File: config.mk
export PLATFORM = sky130hd
export DESIGN_NAME = srs_cs_detect
export DESIGN_NICKNAME = d
export VERILOG_FILES = /design/src/rtl/srs_cs_detect.sv
export SDC_FILE = /design/constraint.sdc
export NUM_CORES = 1
export LEC_CHECK = 0
export ABC_AREA = 1
export ABC_CLOCK_PERIOD_IN_PS = 19000
export CELL_PAD_IN_SITES_DETAIL_PLACEMENT = 1
export CELL_PAD_IN_SITES_GLOBAL_PLACEMENT = 1
export CORE_ASPECT_RATIO = 0.8
export CORE_MARGIN = 10
export CORE_UTILIZATION = 47
export DETAILED_ROUTE_END_ITERATION = 10
export GPL_TIMING_DRIVEN = 0
export PLACE_DENSITY_LB_ADDON = 0.1
export SLEW_MARGIN = 40
export SYNTH_ARGS = -nofsm -noshare
export SYNTH_HDL_FRONTEND = slang
export SYNTH_SLANG_ARGS = --single-unit
File: constraint.sdc
create_clock -name clk -period 19 [get_ports clk]
set_clock_uncertainty 0.1 [all_clocks]
set_input_delay 3.8 -clock clk [delete_from_list [all_inputs] [get_ports clk]]
set_output_delay 3.8 -clock clk [all_outputs]
set_load 0.01 [all_outputs]
File: src/rtl/srs_cs_detect.sv
// SRS cyclic-shift detector: bins delay-profile power per cyclic shift, then searches
// every base shift summed over the active ports. Optional threshold flag under SRS_CS_DET_THR_EN.
module srs_cs_detect #(
  parameter int PWR_W = 16,
  parameter int ACC_W = 24
) (
  input  logic             clk,
  input  logic             rst,
  input  logic             start,
  input  logic             ktc,
  input  logic [1:0]       ap_num,
  input  logic [7:0]       bin_len,
  input  logic             in_vld,
  input  logic [PWR_W-1:0] in_pwr,
  output logic             in_rdy,
  output logic             busy,
  output logic             det_vld,
  output logic [3:0]       det_cs,
  output logic [3:0]       det_a1,
  output logic [3:0]       det_a2,
  output logic [3:0]       det_a3,
  output logic [ACC_W+1:0] det_energy
`ifdef SRS_CS_DET_THR_EN
  ,
  input  logic [ACC_W+1:0] det_thr,
  output logic             det_ok
`endif
);

  localparam int HW = ACC_W + 2;
  localparam logic [1:0] S_IDLE = 2'd0, S_ACC = 2'd1, S_SRCH = 2'd2, S_DONE = 2'd3;

  logic [1:0]    state_q, state_d;
  logic          ktc_q, ktc_d;
  logic [1:0]    lnp_q, lnp_d;
  logic [7:0]    blen_q, blen_d;
  logic [3:0]    bin_q, bin_d;
  logic [7:0]    scnt_q, scnt_d;
  logic [3:0]    c_q, c_d;
  logic [1:0]    k_q, k_d;
  logic [HW-1:0] hyp_q, hyp_d, best_q, best_d;
  logic [3:0]    best_cs_q, best_cs_d;
  logic [ACC_W-1:0] acc_q [12];
  logic [ACC_W-1:0] acc_d [12];
  logic          det_vld_q, det_vld_d;
  logic [3:0]    det_cs_q, det_cs_d, det_a1_q, det_a1_d, det_a2_q, det_a2_d, det_a3_q, det_a3_d;
  logic [HW-1:0] det_energy_q, det_energy_d;
`ifdef SRS_CS_DET_THR_EN
  logic          det_ok_q, det_ok_d;
`endif

  logic [3:0]    cs_max, step, np_m1, kstep, sel_bin, sh1, sh2, sh3;
  logic [HW-1:0] hyp_sum;

  function automatic logic [3:0] mod_add(input logic [3:0] a, input logic [3:0] b,
                                         input logic [3:0] m);
    logic [4:0] s;
    s = {1'b0, a} + {1'b0, b};
    if (s >= {1'b0, m}) s = s - {1'b0, m};
    return s[3:0];
  endfunction

  // Bin b holds cs = (cs_max - b) mod cs_max, so the inverse mapping is the same expression.
  function automatic logic [3:0] bin_of(input logic [3:0] cs, input logic [3:0] m);
    return (cs == 4'd0) ? 4'd0 : m - cs;
  endfunction

  assign cs_max  = ktc_q ? 4'd12 : 4'd8;
  assign step    = cs_max >> lnp_q;
  assign np_m1   = (lnp_q == 2'd2) ? 4'd3 : (lnp_q == 2'd1) ? 4'd1 : 4'd0;
  assign kstep   = {2'b00, k_q} * step;
  assign sel_bin = bin_of(mod_add(c_q, kstep, cs_max), cs_max);
  assign hyp_sum = hyp_q + HW'(acc_q[sel_bin]);
  assign sh1     = mod_add(best_cs_q, step, cs_max);
  assign sh2     = mod_add(sh1, step, cs_max);
  assign sh3     = mod_add(sh2, step, cs_max);

  always_comb begin
    state_d      = state_q;
    ktc_d        = ktc_q;
    lnp_d        = lnp_q;
    blen_d       = blen_q;
    bin_d        = bin_q;
    scnt_d       = scnt_q;
    c_d          = c_q;
    k_d          = k_q;
    hyp_d        = hyp_q;
    best_d       = best_q;
    best_cs_d    = best_cs_q;
    acc_d        = acc_q;
    det_vld_d    = 1'b0;
    det_cs_d     = det_cs_q;
    det_a1_d     = det_a1_q;
    det_a2_d     = det_a2_q;
    det_a3_d     = det_a3_q;
    det_energy_d = det_energy_q;
`ifdef SRS_CS_DET_THR_EN
    det_ok_d     = det_ok_q;
`endif
    case (state_q)
      S_IDLE: begin
        if (start) begin
          ktc_d     = ktc;
          lnp_d     = (ap_num == 2'b11) ? 2'd2 : (ap_num == 2'b01) ? 2'd1 : 2'd0;
          blen_d    = (bin_len == 8'd0) ? 8'd1 : bin_len;
          for (int i = 0; i < 12; i++) acc_d[i] = '0;
          best_d    = '0;
          best_cs_d = '0;
          hyp_d     = '0;
          bin_d     = '0;
          scnt_d    = '0;
          c_d       = '0;
          k_d       = '0;
          state_d   = S_ACC;
        end
      end
      S_ACC: begin
        if (in_vld) begin
          acc_d[bin_q] = acc_q[bin_q] + ACC_W'(in_pwr);
          if (scnt_q == blen_q - 8'd1) begin
            scnt_d = '0;
            if (bin_q == cs_max - 4'd1) state_d = S_SRCH;
            else bin_d = bin_q + 4'd1;
          end else begin
            scnt_d = scnt_q + 8'd1;
          end
        end
      end
      S_SRCH: begin
        if ({2'b00, k_q} == np_m1) begin
          hyp_d = '0;
          k_d   = '0;
          if (hyp_sum > best_q) begin
            best_d    = hyp_sum;
            best_cs_d = c_q;
          end
          if (c_q == cs_max - 4'd1) state_d = S_DONE;
          else c_d = c_q + 4'd1;
        end else begin
          hyp_d = hyp_sum;
          k_d   = k_q + 2'd1;
        end
      end
      default: begin
        det_vld_d    = 1'b1;
        det_cs_d     = best_cs_q;
        det_a1_d     = (lnp_q != 2'd0) ? sh1 : 4'd0;
        det_a2_d     = (lnp_q == 2'd2) ? sh2 : 4'd0;
        det_a3_d     = (lnp_q == 2'd2) ? sh3 : 4'd0;
        det_energy_d = best_q;
`ifdef SRS_CS_DET_THR_EN
        det_ok_d     = best_q > det_thr;
`endif
        state_d      = S_IDLE;
      end
    endcase
  end

  always_ff @(posedge clk or posedge rst) begin
    if (rst) begin
      state_q      <= S_IDLE;
      ktc_q        <= 1'b0;
      lnp_q        <= '0;
      blen_q       <= 8'd1;
      bin_q        <= '0;
      scnt_q       <= '0;
      c_q          <= '0;
      k_q          <= '0;
      hyp_q        <= '0;
      best_q       <= '0;
      best_cs_q    <= '0;
      for (int i = 0; i < 12; i++) acc_q[i] <= '0;
      det_vld_q    <= 1'b0;
      det_cs_q     <= '0;
      det_a1_q     <= '0;
      det_a2_q     <= '0;
      det_a3_q     <= '0;
      det_energy_q <= '0;
`ifdef SRS_CS_DET_THR_EN
      det_ok_q     <= 1'b0;
`endif
    end else begin
      state_q      <= state_d;
      ktc_q        <= ktc_d;
      lnp_q        <= lnp_d;
      blen_q       <= blen_d;
      bin_q        <= bin_d;
      scnt_q       <= scnt_d;
      c_q          <= c_d;
      k_q          <= k_d;
      hyp_q        <= hyp_d;
      best_q       <= best_d;
      best_cs_q    <= best_cs_d;
      acc_q        <= acc_d;
      det_vld_q    <= det_vld_d;
      det_cs_q     <= det_cs_d;
      det_a1_q     <= det_a1_d;
      det_a2_q     <= det_a2_d;
      det_a3_q     <= det_a3_d;
      det_energy_q <= det_energy_d;
`ifdef SRS_CS_DET_THR_EN
      det_ok_q     <= det_ok_d;
`endif
    end
  end

  assign in_rdy     = (state_q == S_ACC);
  assign busy       = (state_q != S_IDLE);
  assign det_vld    = det_vld_q;
  assign det_cs     = det_cs_q;
  assign det_a1     = det_a1_q;
  assign det_a2     = det_a2_q;
  assign det_a3     = det_a3_q;
  assign det_energy = det_energy_q;
`ifdef SRS_CS_DET_THR_EN
  assign det_ok     = det_ok_q;
`endif

endmodule

==> flow_summary.toml, run 1 <==
[routing]
vias_per_cell = 6.341
wl_per_cell_um = 26.75
first_pass_iters = 6
antenna_left = 0
first_iter_violations = 3062
routed_wirelength_um = 116700
drc_errors = 0
vias = 27651

[floorplanning]
num_rows = 76
start_util_pct = 47.85
dieArea_sq_um = 65040
pin_count = 76
die_y_um = 230.1
core_area_sq_um = 54200
die_width_um = 282.6

[setup_path]
cp-start-kind = "register"
crit_top_cell = "nand2_1"
crit-reg2reg-launch = "ktc_q"
critPathMaxFanout = 10
reg2reg_to = "best_cs_q[1]"
setup.worst_path.class = "reg2reg"
max_stage_delay_ns = 0.69
required_ns = 19.41
rr_worst_depth = 43
regToRegSetupSlack_ns = 8.35
critPathSlowestCell = "clkbuf_1"
cp-end-kind = "register"
arrival_ns = 11.06

[placement]
portBuffers = 75
gp_congestion = 0.9926
dp_hpwl_um = 88500
pre_cts_slack_ns = 8.597

[logic_synthesis]
syn-mean-instance-area_sq_um = 7.425
ys_types = 52
synth-compound-area-share_pct = 21.00
synth_warnings = 0
ys_seq_elements = 418
netlist_area_sq_um = 25940
synth_top_family_by_area = "simple AND/OR/NAND/NOR gates"
synth-simple-area-share_pct = 21.15
synth_xor_area_share_pct = 1.920
yosysSeqAreaShare_pct = 40.33
synth_mux_area_share_pct = 0
synth_cells = 3493
syn-num-nets = 3634
synth_fa_ha_area_share_pct = 5.509

[timing]
max_slew_margin_pct = 36.40
worstMarginPinSlew_ns = 0.9540
setup-violations-final = 0
fin_ws_ns = 8.348
finalHoldViolations = 0
fin_hold_ws_ns = 0.3820
finalSetupTns_ns = 0
timing.final.crit_share_pct = 56.06
fmax_ghz = 0.09388
slew_viol_final = 0
rsz0062_at_grt = "false"
fin_crit_ns = 10.65

[cells_and_area]
register_area_sq_um = 10460
antenna_cells = 0
layout.nets = 3764
drive_gt1_share_pct = 7.215
fill_cells = 6931
multi_input_area_sq_um = 12860
fin_util_pct = 54.31
area_delta_synth_final_pct = 13.51
final_common_cell = "nand2_1"
final_cell_mix = "nand2_1 (802), dfrtp_1 (417), inv_1 (412), o21ai_0 (328), a21oi_1 (306)"

[clocking]
clock_latency_ns = 0.61
root_buffer = "clkbuf_16"
cts.sinks = 418
hold_buffers = 0
htreeDepth = 2
cts_tree = "built"
cts_setup_buffers = 0
post_cts_resized = 0
numCtsBuffers = 47
cts.path.max_buffers = 3
cts.clk_slew.worst_paths_ns = 0.06

[global_route]
grt_pass1_wl_um = 175200
grt_max_degree = 75
grt_pass1_vias = 28337
gr-total-overflow = 0
antenna_found_initial = 1
grt_use_total_pct = 35.14

[hold_path]
hp-class = "reg2reg"
whs_path_depth = 2
min_delay_worst_endpoint = "acc_q[261]"
hp-start = "acc_q[261]"

[outcome]
status = "completed"

[run]
drv_cap = 0
-- critical path: cells and delay by family, from the launching register on --
kind	cells	cell delay [ns]
flip-flops	1	0.66
adder cells (fa/ha/maj)	5	1.61
AND/OR/NAND/NOR	20	2.61
buffers and inverters	9	3.02
AO/OA/AOI/OAI	8	2.19
XOR/XNOR	1	0.32
-- area by class of cell --
class                      count  share of cell area [%]
multi-input combinational   2439                   43.70
inverter                     439                   5.640
buffer                       197                   3.319
tap                          702                   2.984
clock inverter                17                  0.8330
clock buffer                  68                   4.883
sequential                   418                   35.53
timing repair buffer          81                   3.111
-- Yosys cell counts, drive strengths merged --
master	count	area share (%)
a211o	14	0.47
a211oi	2	0.058
a21boi	2	0.058
a21o	6	0.17
a21oi	306	5.9
a221o	1	0.039
a22o	13	0.44
a22oi	40	1.2
a31o	2	0.068
a31oi	4	0.096
a32o	4	0.15
and3	1	0.024
buf	103	2.3
clkbuf	94	1.4
clkinv	3	0.043
dfrtp	417	40
dfstp	1	0.10
fa	7	0.54
ha	103	5.0
inv	436	6.3
nand2	809	12
nand3	261	5.1
nand3b	6	0.17
nand4	38	0.92
nor2	173	2.6
nor3	12	0.25
nor3b	1	0.029
nor4	3	0.072
o211ai	22	0.64
o21a	5	0.14
o21ai	367	7.4
o21bai	6	0.17
o22ai	167	4.0
o31ai	1	0.029
or2	7	0.17
xnor2	14	0.47
xor2	42	1.4
-- worst max-delay path by stage --
stage                         to  depth (start not counted)   from
floorplan               acc_q[0]                          1    rst
global placement       det_a3[2]                          2    rst
detailed placement  best_cs_q[1]                         43  ktc_q
CTS                 best_cs_q[1]                         43  ktc_q
global route           best_q[5]                         46  ktc_q
finish              best_cs_q[1]                         43  ktc_q
-- logic make-up (layout without fill, tap and decap cells) --
kind of cell | Yosys count | after routing
xor gates and xnor gates | 56 | 56
buffers and inverters | 636 | 802
DFF | 418 | 418
adders and majority gates | 110 | 110
and+or+nand+nor | 1311 | 1311
AOI/OAI and AO/OA | 962 | 962
-- registers in the layout, indices dropped and copies added, names as in the netlist --
name,cells
acc_q,288
best_q,26
det_energy,26
hyp_q,26
blen_q,8
scnt_q,8
best_cs_q,4
bin_q,4
c_q,4
det_a1,4
det_a2,4
det_a3,4
det_cs,4
k_q,2
lnp_q,2
state_q,2
det_vld,1
ktc_q,1
-- through the flow --
| step | cell area (sq um) | cells |
|---|---|---|
| 2_1_floorplan | 25940 | 3493 |
| 6_report | 29440 | 4361 |
| 5_1_grt | 29440 | 4361 |
| 3_5_place_dp | 27750 | 4276 |
| 4_1_cts | 29430 | 4361 |
| 3_3_place_gp | 27570 | 4270 |
-- routing by layer --
metal / vias up / global-route usage, % / wire [um]
met5: - / 0 / 27
met3: 307 / 7.146 / 11140
met2: 1530 / 51.59 / 49830
met1: 13827 / 49.51 / 50580
li1: 11983 / - / -
met4: 4 / 14.63 / 5090
Power of run 1 is not shown: default switching activity piles up to over one toggle a cycle in this logic, so the estimate is an artifact.
==> inputs of run 2 (changes only) <==
Settings changed: ABC_CLOCK_PERIOD_IN_PS 19000 to 9400, CORE_UTILIZATION 47 to 42.
Clock period 19 ns to 9.4 ns, I/O delays scaled along.
==> run 2 against run 1 <==
Clock-buffer cell count rose by 4; register-to-register slack got worse by 7.9 ns; cell count rose by 3.5%; routed wire length fell by 0.24%; global-route usage fell by 3.9 points; via count fell by 1.3%; non-clock buffer count rose by 22; critical path depth rose by 3; first-iteration DRC count fell by 18%; hold slack got worse by 0.0093 ns; setup slack got worse by 7.9 ns; highest routed layer is now met4; die area rose by 11%.
==> flow_summary.toml, run 2 (same netlist as run 1, synthesis figures left out) <==
[outcome]
status = "completed"

[floorplanning]
dieArea_sq_um = 72150
die_y_um = 242.3
pin_count = 76
num_rows = 81
core_area_sq_um = 61110
die_width_um = 297.8
start_util_pct = 42.44

[run]
drv_cap = 0

[routing]
first_iter_violations = 2521
first_pass_iters = 5
antenna_left = 0
wl_per_cell_um = 25.78
drc_errors = 0
vias = 27298
vias_per_cell = 6.047
routed_wirelength_um = 116400

[timing]
setup-violations-final = 0
max_slew_margin_pct = 36.25
fmax_ghz = 0.1118
worstMarginPinSlew_ns = 0.9563
slew_viol_final = 0
finalSetupTns_ns = 0
fin_crit_ns = 8.945
timing.final.crit_share_pct = 95.16
finalHoldViolations = 0

[cells_and_area]
drive_gt1_share_pct = 8.200
final_common_cell = "nand2_1"
final_cell_mix = "nand2_1 (799), dfrtp_1 (416), inv_1 (411), o21ai_0 (325), a21oi_1 (302)"
area_delta_synth_final_pct = 16.52
largest_reg_flops = 288
layout.nets = 3788
regMostFlops = "acc_q"

[clocking]
htreeDepth = 2
cts.clk_slew.worst_paths_ns = 0.07
root_buffer = "clkbuf_16"
hold_buffers = 0
numCtsBuffers = 49
cts.sinks = 418
cts.path.max_buffers = 3
cts_tree = "built"
clock_latency_ns = 0.61

[placement]
gp_congestion = 0.9766
dp_hpwl_um = 90270
portBuffers = 75

[global_route]
grt_max_degree = 25
grt_use_total_pct = 31.25
grt_pass1_vias = 27851
grt_pass1_wl_um = 174800
antenna_found_initial = 2
gr-total-overflow = 0

[setup_path]
critPathSlowestCell = "dfrtp_2"
critPathMaxFanout = 10
cp-end-kind = "register"
required_ns = 9.82
arrival_ns = 9.36
cp-start-kind = "register"
crit_top_cell = "nand2_1"
setup.worst_path.class = "reg2reg"
max_stage_delay_ns = 0.54
regToRegSetupSlack_ns = 0.45

[hold_path]
hp-class = "reg2reg"
[run 2: cell type report]
cell class                      count  area [sq um]
Antenna cell                        1         2.502
Buffer                            197          1001
Clock buffer                       72          1453
Clock inverter                     15         331.6
Fill cell                        7704         30890
Inverter                          439          1657
Multi-Input combinational cell   2439         12950
Sequential cell                   418         10460
Tap cell                          830          1039
Timing Repair Buffer              103          1324
[run 2: what timing repair did]
action,in CTS,in global routing
endpoints found under the setup margin,30,30
buffers inserted,1,4
pin swaps,1,2
gates cloned,0,0
resized for setup,11,38
[run 2: final timing paths]
check                      startpoint    endpoint  cells past startpoint
min reg2reg                 det_cs[3]   det_cs[3]                      2
max in group asynchronous         rst   blen_q[0]                      8
min                         det_cs[3]   det_cs[3]                      2
min in group asynchronous         rst  acc_q[272]                      2
max reg2reg                     ktc_q  best_q[19]                     46
max                             ktc_q  best_q[19]                     46
[run 2: metrics by stage]
step                      util, %  area [sq um]  std cells  worst slack (ns)  hold WS, ns
final                       49.45         30220       4514            0.4550       0.3727
after global routing        49.45         30220       4513         -0.003117       0.4058
after CTS                   49.22         30080       4508          0.006340       0.3753
after detailed placement    46.24         28260       4420            -1.132       0.3580
after global placement      45.37         27730       4398            -1.465       0.3614
after floorplan                 -         25940       3493             1.783       0.3489
[run 2: critical path, delay by kind of cell, from the launching register on]
kind	cells	cell delay [ns]
DFF	1	0.54
and+or+nand+nor	22	2.60
buffers and inverters	12	2.53
adders and majority gates	5	1.72
xor gates and xnor gates	2	0.49
AOI/OAI and AO/OA	5	0.84
[run 2: per-layer routing]
layer / vias to the layer above / part of all wire, % / global-route usage (%) / wire length (um)
met2: 1177 / 42 / 46.20 / 49210
met1: 13842 / 46 / 45.00 / 53090
met4: 0 / 3.9 / 11.67 / 4547
met5: - / 0 / 0 / 0
met3: 268 / 8.2 / 5.375 / 9542
li1: 12011 / - / - / -
Power of run 2 is left out for the same reason.
